[src/rtl/alu_arbiter.sv]
// Two-requester round-robin front end for a shared combinational ALU.
// One operation in flight: grant in IDLE, one EXEC cycle, hold result in RESP.
module alu_arbiter #(
   parameter int DATA_WIDTH    = 32,
   parameter int OPCODE_LENGTH = 4
) (
   input  logic                     clk,
   input  logic                     reset,
   input  logic                     req0_valid,
   input  logic                     req1_valid,
   output logic                     req0_ready,
   output logic                     req1_ready,
   input  logic [DATA_WIDTH-1:0]    req0_srca,
   input  logic [DATA_WIDTH-1:0]    req0_srcb,
   input  logic [DATA_WIDTH-1:0]    req1_srca,
   input  logic [DATA_WIDTH-1:0]    req1_srcb,
   input  logic [OPCODE_LENGTH-1:0] req0_op,
   input  logic [OPCODE_LENGTH-1:0] req1_op,
   output logic [DATA_WIDTH-1:0]    alu_srca,
   output logic [DATA_WIDTH-1:0]    alu_srcb,
   output logic [OPCODE_LENGTH-1:0] alu_op,
   input  logic [DATA_WIDTH-1:0]    alu_result,
   output logic                     rsp_valid,
   output logic                     rsp_id,
   output logic [DATA_WIDTH-1:0]    rsp_result,
   input  logic                     rsp_ready,
   output logic [15:0]              op_count
);

   typedef enum logic [1:0] {IDLE, EXEC, RESP} state_t;

   state_t                   state;
   logic                     last_grant;
   logic                     gnt0, gnt1;
   logic                     id_q, vld_q;
   logic [DATA_WIDTH-1:0]    srca_q, srcb_q, res_q;
   logic [OPCODE_LENGTH-1:0] op_q;
   logic [15:0]              cnt_q;

   // On a tie the requester that did not win last time is granted.
   always_comb begin
      gnt0 = req0_valid & (~req1_valid | last_grant);
      gnt1 = req1_valid & (~req0_valid | ~last_grant);
   end

   assign req0_ready = (state == IDLE) & gnt0;
   assign req1_ready = (state == IDLE) & gnt1;
   assign alu_srca   = srca_q;
   assign alu_srcb   = srcb_q;
   assign alu_op     = op_q;
   assign rsp_valid  = vld_q;
   assign rsp_id     = id_q;
   assign rsp_result = res_q;
   assign op_count   = cnt_q;

   always_ff @(posedge clk or posedge reset) begin
      if (reset) begin
         state      <= IDLE;
         last_grant <= 1'b1;
         id_q       <= 1'b0;
         vld_q      <= 1'b0;
         srca_q     <= '0;
         srcb_q     <= '0;
         op_q       <= '0;
         res_q      <= '0;
         cnt_q      <= '0;
      end else begin
         case (state)
            IDLE: if (gnt0 | gnt1) begin
               srca_q     <= gnt1 ? req1_srca : req0_srca;
               srcb_q     <= gnt1 ? req1_srcb : req0_srcb;
               op_q       <= gnt1 ? req1_op   : req0_op;
               id_q       <= gnt1;
               last_grant <= gnt1;
               state      <= EXEC;
            end
            EXEC: begin
               res_q <= alu_result;
               vld_q <= 1'b1;
               state <= RESP;
            end
            RESP: if (rsp_ready) begin
               vld_q <= 1'b0;
               cnt_q <= cnt_q + 16'd1;
               state <= IDLE;
            end
            default: state <= IDLE;
         endcase
      end
   end

endmodule

[config.mk]
export PLATFORM = sky130hd
export DESIGN_NAME = alu_arbiter
export DESIGN_NICKNAME = d
export VERILOG_FILES = /design/src/rtl/alu_arbiter.sv
export SDC_FILE = /design/constraint.sdc
export NUM_CORES = 1
export LEC_CHECK = 0
export CORE_ASPECT_RATIO = 0.5
export CORE_UTILIZATION = 39
export CTS_CLUSTER_SIZE = 12
export DETAILED_ROUTE_END_ITERATION = 6
export PLACE_DENSITY = 0.9
export RECOVER_POWER = 25
export SYNTH_ARGS = -nofsm -noshare
export SYNTH_HDL_FRONTEND = slang
export SYNTH_SLANG_ARGS = --single-unit
export TNS_END_PERCENT = 5
[constraint.sdc]
create_clock -name clk -period 4.76 [get_ports clk]
set_input_delay 0.714 -clock clk [delete_from_list [all_inputs] [get_ports clk]]
set_output_delay 0.714 -clock clk [all_outputs]
set_load 0.01 [all_outputs]
# After elaboration in Yosys (flattened, before gate mapping)
# Cells that the tools add are included.
[word_totals]
inputBits = 173
elab_cells = 38
ff_bits = 121
[classes]
n_addsub = 1
bitwise_logic = 10
n_eq_ne = 4
mux = 8
n_reduce_logical = 6
[op_table]
columns = ["operator", "count"]
rows = [
  ["32-bit 2-to-1 mux", 2],
  ["16-bit by 1-bit adder with 16-bit output, second input constant", 1],
  ["2-bit AND reduction", 4],
  ["2-bit case mux with 3 select lines", 1],
  ["1-bit bitwise AND", 4],
  ["2-bit 2-to-1 mux", 2],
  ["4-bit 2-to-1 mux", 1],
  ["1-bit inverter", 3],
  ["1-bit OR", 3],
  ["2-bit by 1-bit equality test with 1-bit output, second input constant", 1],
  ["2-bit equality test, second input constant", 1],
  ["2-bit zero test", 1],
  ["2-bit by 1-bit != test with 1-bit output, second input constant", 1],
  ["2-bit != test, second input constant", 1],
  ["1-bit case mux with 2 select lines", 1],
  ["2-bit nonzero test", 1],
  ["1-bit 2-to-1 mux", 1],
]

# Longest topological paths before layout
[depth]
word_depth = 6
mapped_depth = 6
ltp_nobuf = 5

# Worst setup path before layout
# OpenSTA, ideal clock, no wires.
[synth_timing]
kind = "input port to output port"
from = "input port req1_valid"
to = "output port req1_ready"
cell_stages = 5
t_arrival_ns = 1.460
path_buffers = 3
path_slack_ns = 2.586
path_cell_list = "a21boi_1 > buf_4 > buf_6 > buf_8 > and2_1"
[synth_via]
elab_chain_len = 2
[synth_lines]
columns = ["element", "line_no", "rtl"]
rows = [
  ["start: declaration", "10", "input logic req1_valid,"],
  ["1-bit bitwise AND", "43", "gnt1 = req1_valid & (~req0_valid | ~last_grant);"],
  ["1-bit bitwise AND", "47", "assign req1_ready = (state == IDLE) & gnt1;"],
  ["end: declaration", "12", "output logic req1_ready,"],
]
# No other way between the ends.

# Final worst setup path
[layout_timing]
from = "input port req0_valid"
to = "output port req0_ready"
[layout_via]
elab_chain_len = 2
[layout_lines]
columns = ["element", "line_no", "rtl"]
rows = [
  ["start: declaration", "9", "input logic req0_valid,"],
  ["1-bit bitwise AND", "42", "gnt0 = req0_valid & (~req1_valid | last_grant);"],
  ["1-bit bitwise AND", "46", "assign req0_ready = (state == IDLE) & gnt0;"],
  ["end: declaration", "11", "output logic req0_ready,"],
]
# No other way between the ends.

==> summary by stage <==
STA
Of the available clock period, the critical path in the final layout requires 63.2%. For the pin with the worst max-slew slack, the measured transition is 1.73 ns. Summed over all failing endpoints, the final setup total negative slack is 0 ns. In the post-route analysis, the smallest setup slack over all paths is 1.75 ns.

Setup repair after global routing left no endpoint under its margin. The final number of max-transition violations is 34. The clock period minus final worst setup slack is 3.01 ns. Setup violations remaining at the end of the flow were counted as 0. The final setup skew is 0.0141 ns. The relative slew slack is -15.4%. The highest attainable clock frequency is 333 MHz. The number of endpoints with negative hold slack in the final report is 0.

Synth
The cell area after synthesis is 0.00525 mm^2. The total nets after synthesis is 620. The share of the Yosys chip area taken by registers is 57.7%.

In this run, synthesis inferred 0 flip-flops with an integrated enable. The post-synthesis average cell area is 11.8 um^2. The synthesis warning total is 0. Counting flops with an async set or reset pin after synthesis yields a share of 100%. In the synthesized netlist the dominant register cell turns out to be sky130_fd_sc_hd__dfrtp_1. The number of standard cells after synthesis is 446. Synthesis inferred 121 register bits.

Synthesis instantiated 32 different standard cells from the library.

Final layout
The antenna cell count is 0. At the end of the flow, the number of nets in the layout was 909. The fraction of final layout cells with drive strength greater than 1 is 8.16%. The area growth from synthesis to layout is 68.0%. Once layout is complete, the utilization of the core stands at 68.3%.

CTS
The clock transition at the register clock pins on the worst setup and hold paths after CTS is 0.06 ns. The number of gates resized after CTS was 0. In this run the clock root is driven by a sky130_fd_sc_hd__clkbuf_16. The buffer count from post-CTS setup fixing is 0. The number of buffers created by CTS is 17. The sink count of the clock tree is 121. The clock tree from TritonCTS is yes. The maximum count of clock buffers along a single path is 2. The cts-stage hold buffer count is 0. The later pin in the worst-skew pair is clocked with a latency of 0.41 ns. The number of H-tree branching levels is 4.

Hold path
The worst hold path begins at op_count[15]. The min-delay analysis places its worst path in the category reg -> reg.

Global routing
The maximum number of pins on one net before global-route repair is 122. The via count of the first global-routing pass is 4757. For this run the aggregate overflow at the end of global routing stands at 0. Global routing used 22.4% of the available tracks. The number of antenna violations at the first check in global routing came to 0. The first-pass GRT wire length is 24.4 mm.

Critical path
The highest fanout seen on the critical path is 4. The total buffers and inverters traversed by the critical path is 2. The startpoint of the lowest-slack register-to-register path is state[0].

The signal on the critical path passes through dlygate4sd3_1 > nand2_1 > a21oi_1 > clkdlybuf4s50_1. The kind of end point of the critical path is a primary output. The cell family contributing the most delay on the critical path is buffers and inverters. The largest individual stage delay along the critical path comes from the cell sky130_fd_sc_hd__dlygate4sd3_1. At the worst endpoint, the required time is 4.05 ns.

The most critical setup path has its startpoint at req0_valid. In this design, the stage delay of the slowest critical-path cell is 0.67 ns. Data arrives at the worst endpoint at 2.29 ns.

STA classifies the critical path startpoint as an input port. The critical path is of the in -> out type.

Routing
After detailed routing, the number of remaining DRC violations is 7. The count of routing violations after the opening detailed-route iteration is 236. The via density per instance is 4.90. The routed layout has 4499 vias. In this run the remaining antenna-violating nets after routing total 0. The wire length per cell after detailed routing is 16.7 um. The total detailed-routing wirelength is 15.3 mm. The number of iterations in the first detailed-routing pass is 6.

Placement
The last weighted congestion value of the routability-driven placer is 0.868. The minimum setup slack after placement is 1.78 ns. The quantity of I/O buffers inserted on ports is 292. Once detailed placement completed, the half-perimeter wirelength came to 11.2 mm.

Power and ir drop
Combinational logic is responsible for 44.1% of the overall power. The static leakage is 0.00364 uW. The peak supply drop is 0.314 mV. The net switching power figure is 1810 uW. For this design the ratio of total power to cell area is 599 mW/mm^2. Cell internal power was estimated by the tool at 3480 uW.

The clock share of power is 22.2%. In this run switching power makes up 34.2% of total power. The part of the power in registers is 33.7%.

Die
The die outline height is 84.1 um. For this configuration, the core starts out at a cell density of 40.7%. The die covers 0.0140 mm^2. The number of placement rows is 29.

The core region area is 0.0129 mm^2. The number of placed I/O pins is 293. From left edge to right edge, the die measures 166 um.

Status
The flow ran to the end, but the final reports show violations. The final reports fail on design-rule violations, max-capacitance violations, max-slew violations.

Run
Across the run, the number of max-cap violations was 1.
==> cell usage in the layout (no fill, tap or decap), types with 2 or more instances in the layout <==
cell type,count
sky130_fd_sc_hd__mux2_1,16
sky130_fd_sc_hd__dfrtp_1,120
sky130_fd_sc_hd__clkdlybuf4s50_1,288
sky130_fd_sc_hd__nor2_1,74
sky130_fd_sc_hd__clkbuf_1,2
sky130_fd_sc_hd__mux2_2,17
sky130_fd_sc_hd__xor2_1,5
sky130_fd_sc_hd__a21oi_1,73
sky130_fd_sc_hd__nand2_1,5
sky130_fd_sc_hd__nand3_1,7
sky130_fd_sc_hd__clkinvlp_4,5
sky130_fd_sc_hd__dlygate4sd3_1,4
sky130_fd_sc_hd__mux2i_1,68
sky130_fd_sc_hd__xnor2_1,10
sky130_fd_sc_hd__buf_4,3
sky130_fd_sc_hd__inv_1,4
sky130_fd_sc_hd__clkinv_4,4
sky130_fd_sc_hd__inv_6,5
sky130_fd_sc_hd__clkbuf_16,17
sky130_fd_sc_hd__nand4_1,3
==> synthesized netlist by cell type (all sizes together), types with 2 or more instances <==
| cell | number | area [um^2] |
|---|---|---|
| buf | 27 | 166 |
| nand2 | 5 | 18.8 |
| mux2 | 33 | 372 |
| nor4 | 2 | 33.8 |
| xor2 | 5 | 43.8 |
| mux2i | 68 | 681 |
| a21oi | 73 | 365 |
| xnor2 | 10 | 87.6 |
| nor2 | 75 | 284 |
| dfrtp | 120 | 3000 |
| nand4 | 3 | 18.8 |
| inv | 5 | 18.8 |
| nand3 | 7 | 35.0 |
==> path summary, 6_finish.rpt <==
check / endpoint / slack (ns) / depth (start not counted)
setup / recovery: req0_ready / 1.75 / 4
hold / removal: op_count[15] / 0.47 / 1
setup reg to reg: rsp_result[30] / 2.36 / 3
hold reg to reg: op_count[15] / 0.47 / 1
max in group asynchronous: rsp_result[22] / 3.28 / 3
min in group asynchronous: rsp_result[21] / 0.91 / 3
==> final cells by class <==
class,instances,area (um^2)
Clock buffer,18,429
Clock inverter,14,116
Fill cell,962,4090
Inverter,5,20.0
Multi-Input combinational cell,293,2050
Sequential cell,121,3030
Tap cell,170,213
Timing Repair Buffer,297,2970
==> routing by layer <==
metal	global-route usage, %	vias up	part of all wire, %
met2	39.9	153	53
li1	-	2128	-
met1	25.7	2174	39
met4	11.8	0	3.4
met5	0	-	0
met3	4.74	44	4.6
==> power groups by stage <==
stage / Sequential (uW) / Combinational, uW / Clock [uW]
final: 1780 / 2330 / 1180
after global routing: 1840 / 2510 / 1250
after CTS: 1780 / 2370 / 1200
after detailed placement: 1790 / 2360 / 0
after global placement: 1770 / 2290 / 0
after floorplan: 1980 / 887 / 0
==> metrics by stage <==
| step | power [uW] | cells | instance area [um^2] | hold WS (ns) |
|---|---|---|---|---|
| CTS | 5360 | 918 | 8840 | 0.478 |
| floorplan | 2860 | 446 | 5250 | 0.508 |
| finish | 5290 | 918 | 8820 | 0.475 |
| global route | 5600 | 918 | 8820 | 0.507 |
| global placement | 4060 | 886 | 8300 | 0.460 |
| detailed placement | 4150 | 886 | 8300 | 0.469 |
==> registers in the layout (all words and copies together) (netlist names) <==
signal,flops
alu_op,4
alu_srca,32
alu_srcb,32
last_grant,1
op_count,16
rsp_id,1
rsp_result,32
rsp_valid,1
state,2
==> logic make-up (layout without fill, tap and decap cells) <==
kind of cell | after synthesis | count (layout) | synth area share (%)
DFF | 121 | 121 | 57.7
adders and majority gates | 1 | 1 | 0.238
and+or+nand+nor | 100 | 100 | 8.69
AOI/OAI and AO/OA | 76 | 76 | 7.36
xor gates and xnor gates | 15 | 15 | 2.50
muxes | 101 | 101 | 20.0
buffers and inverters | 32 | 334 | 3.52
No activity file was read; power rests on OpenSTA's default activity.
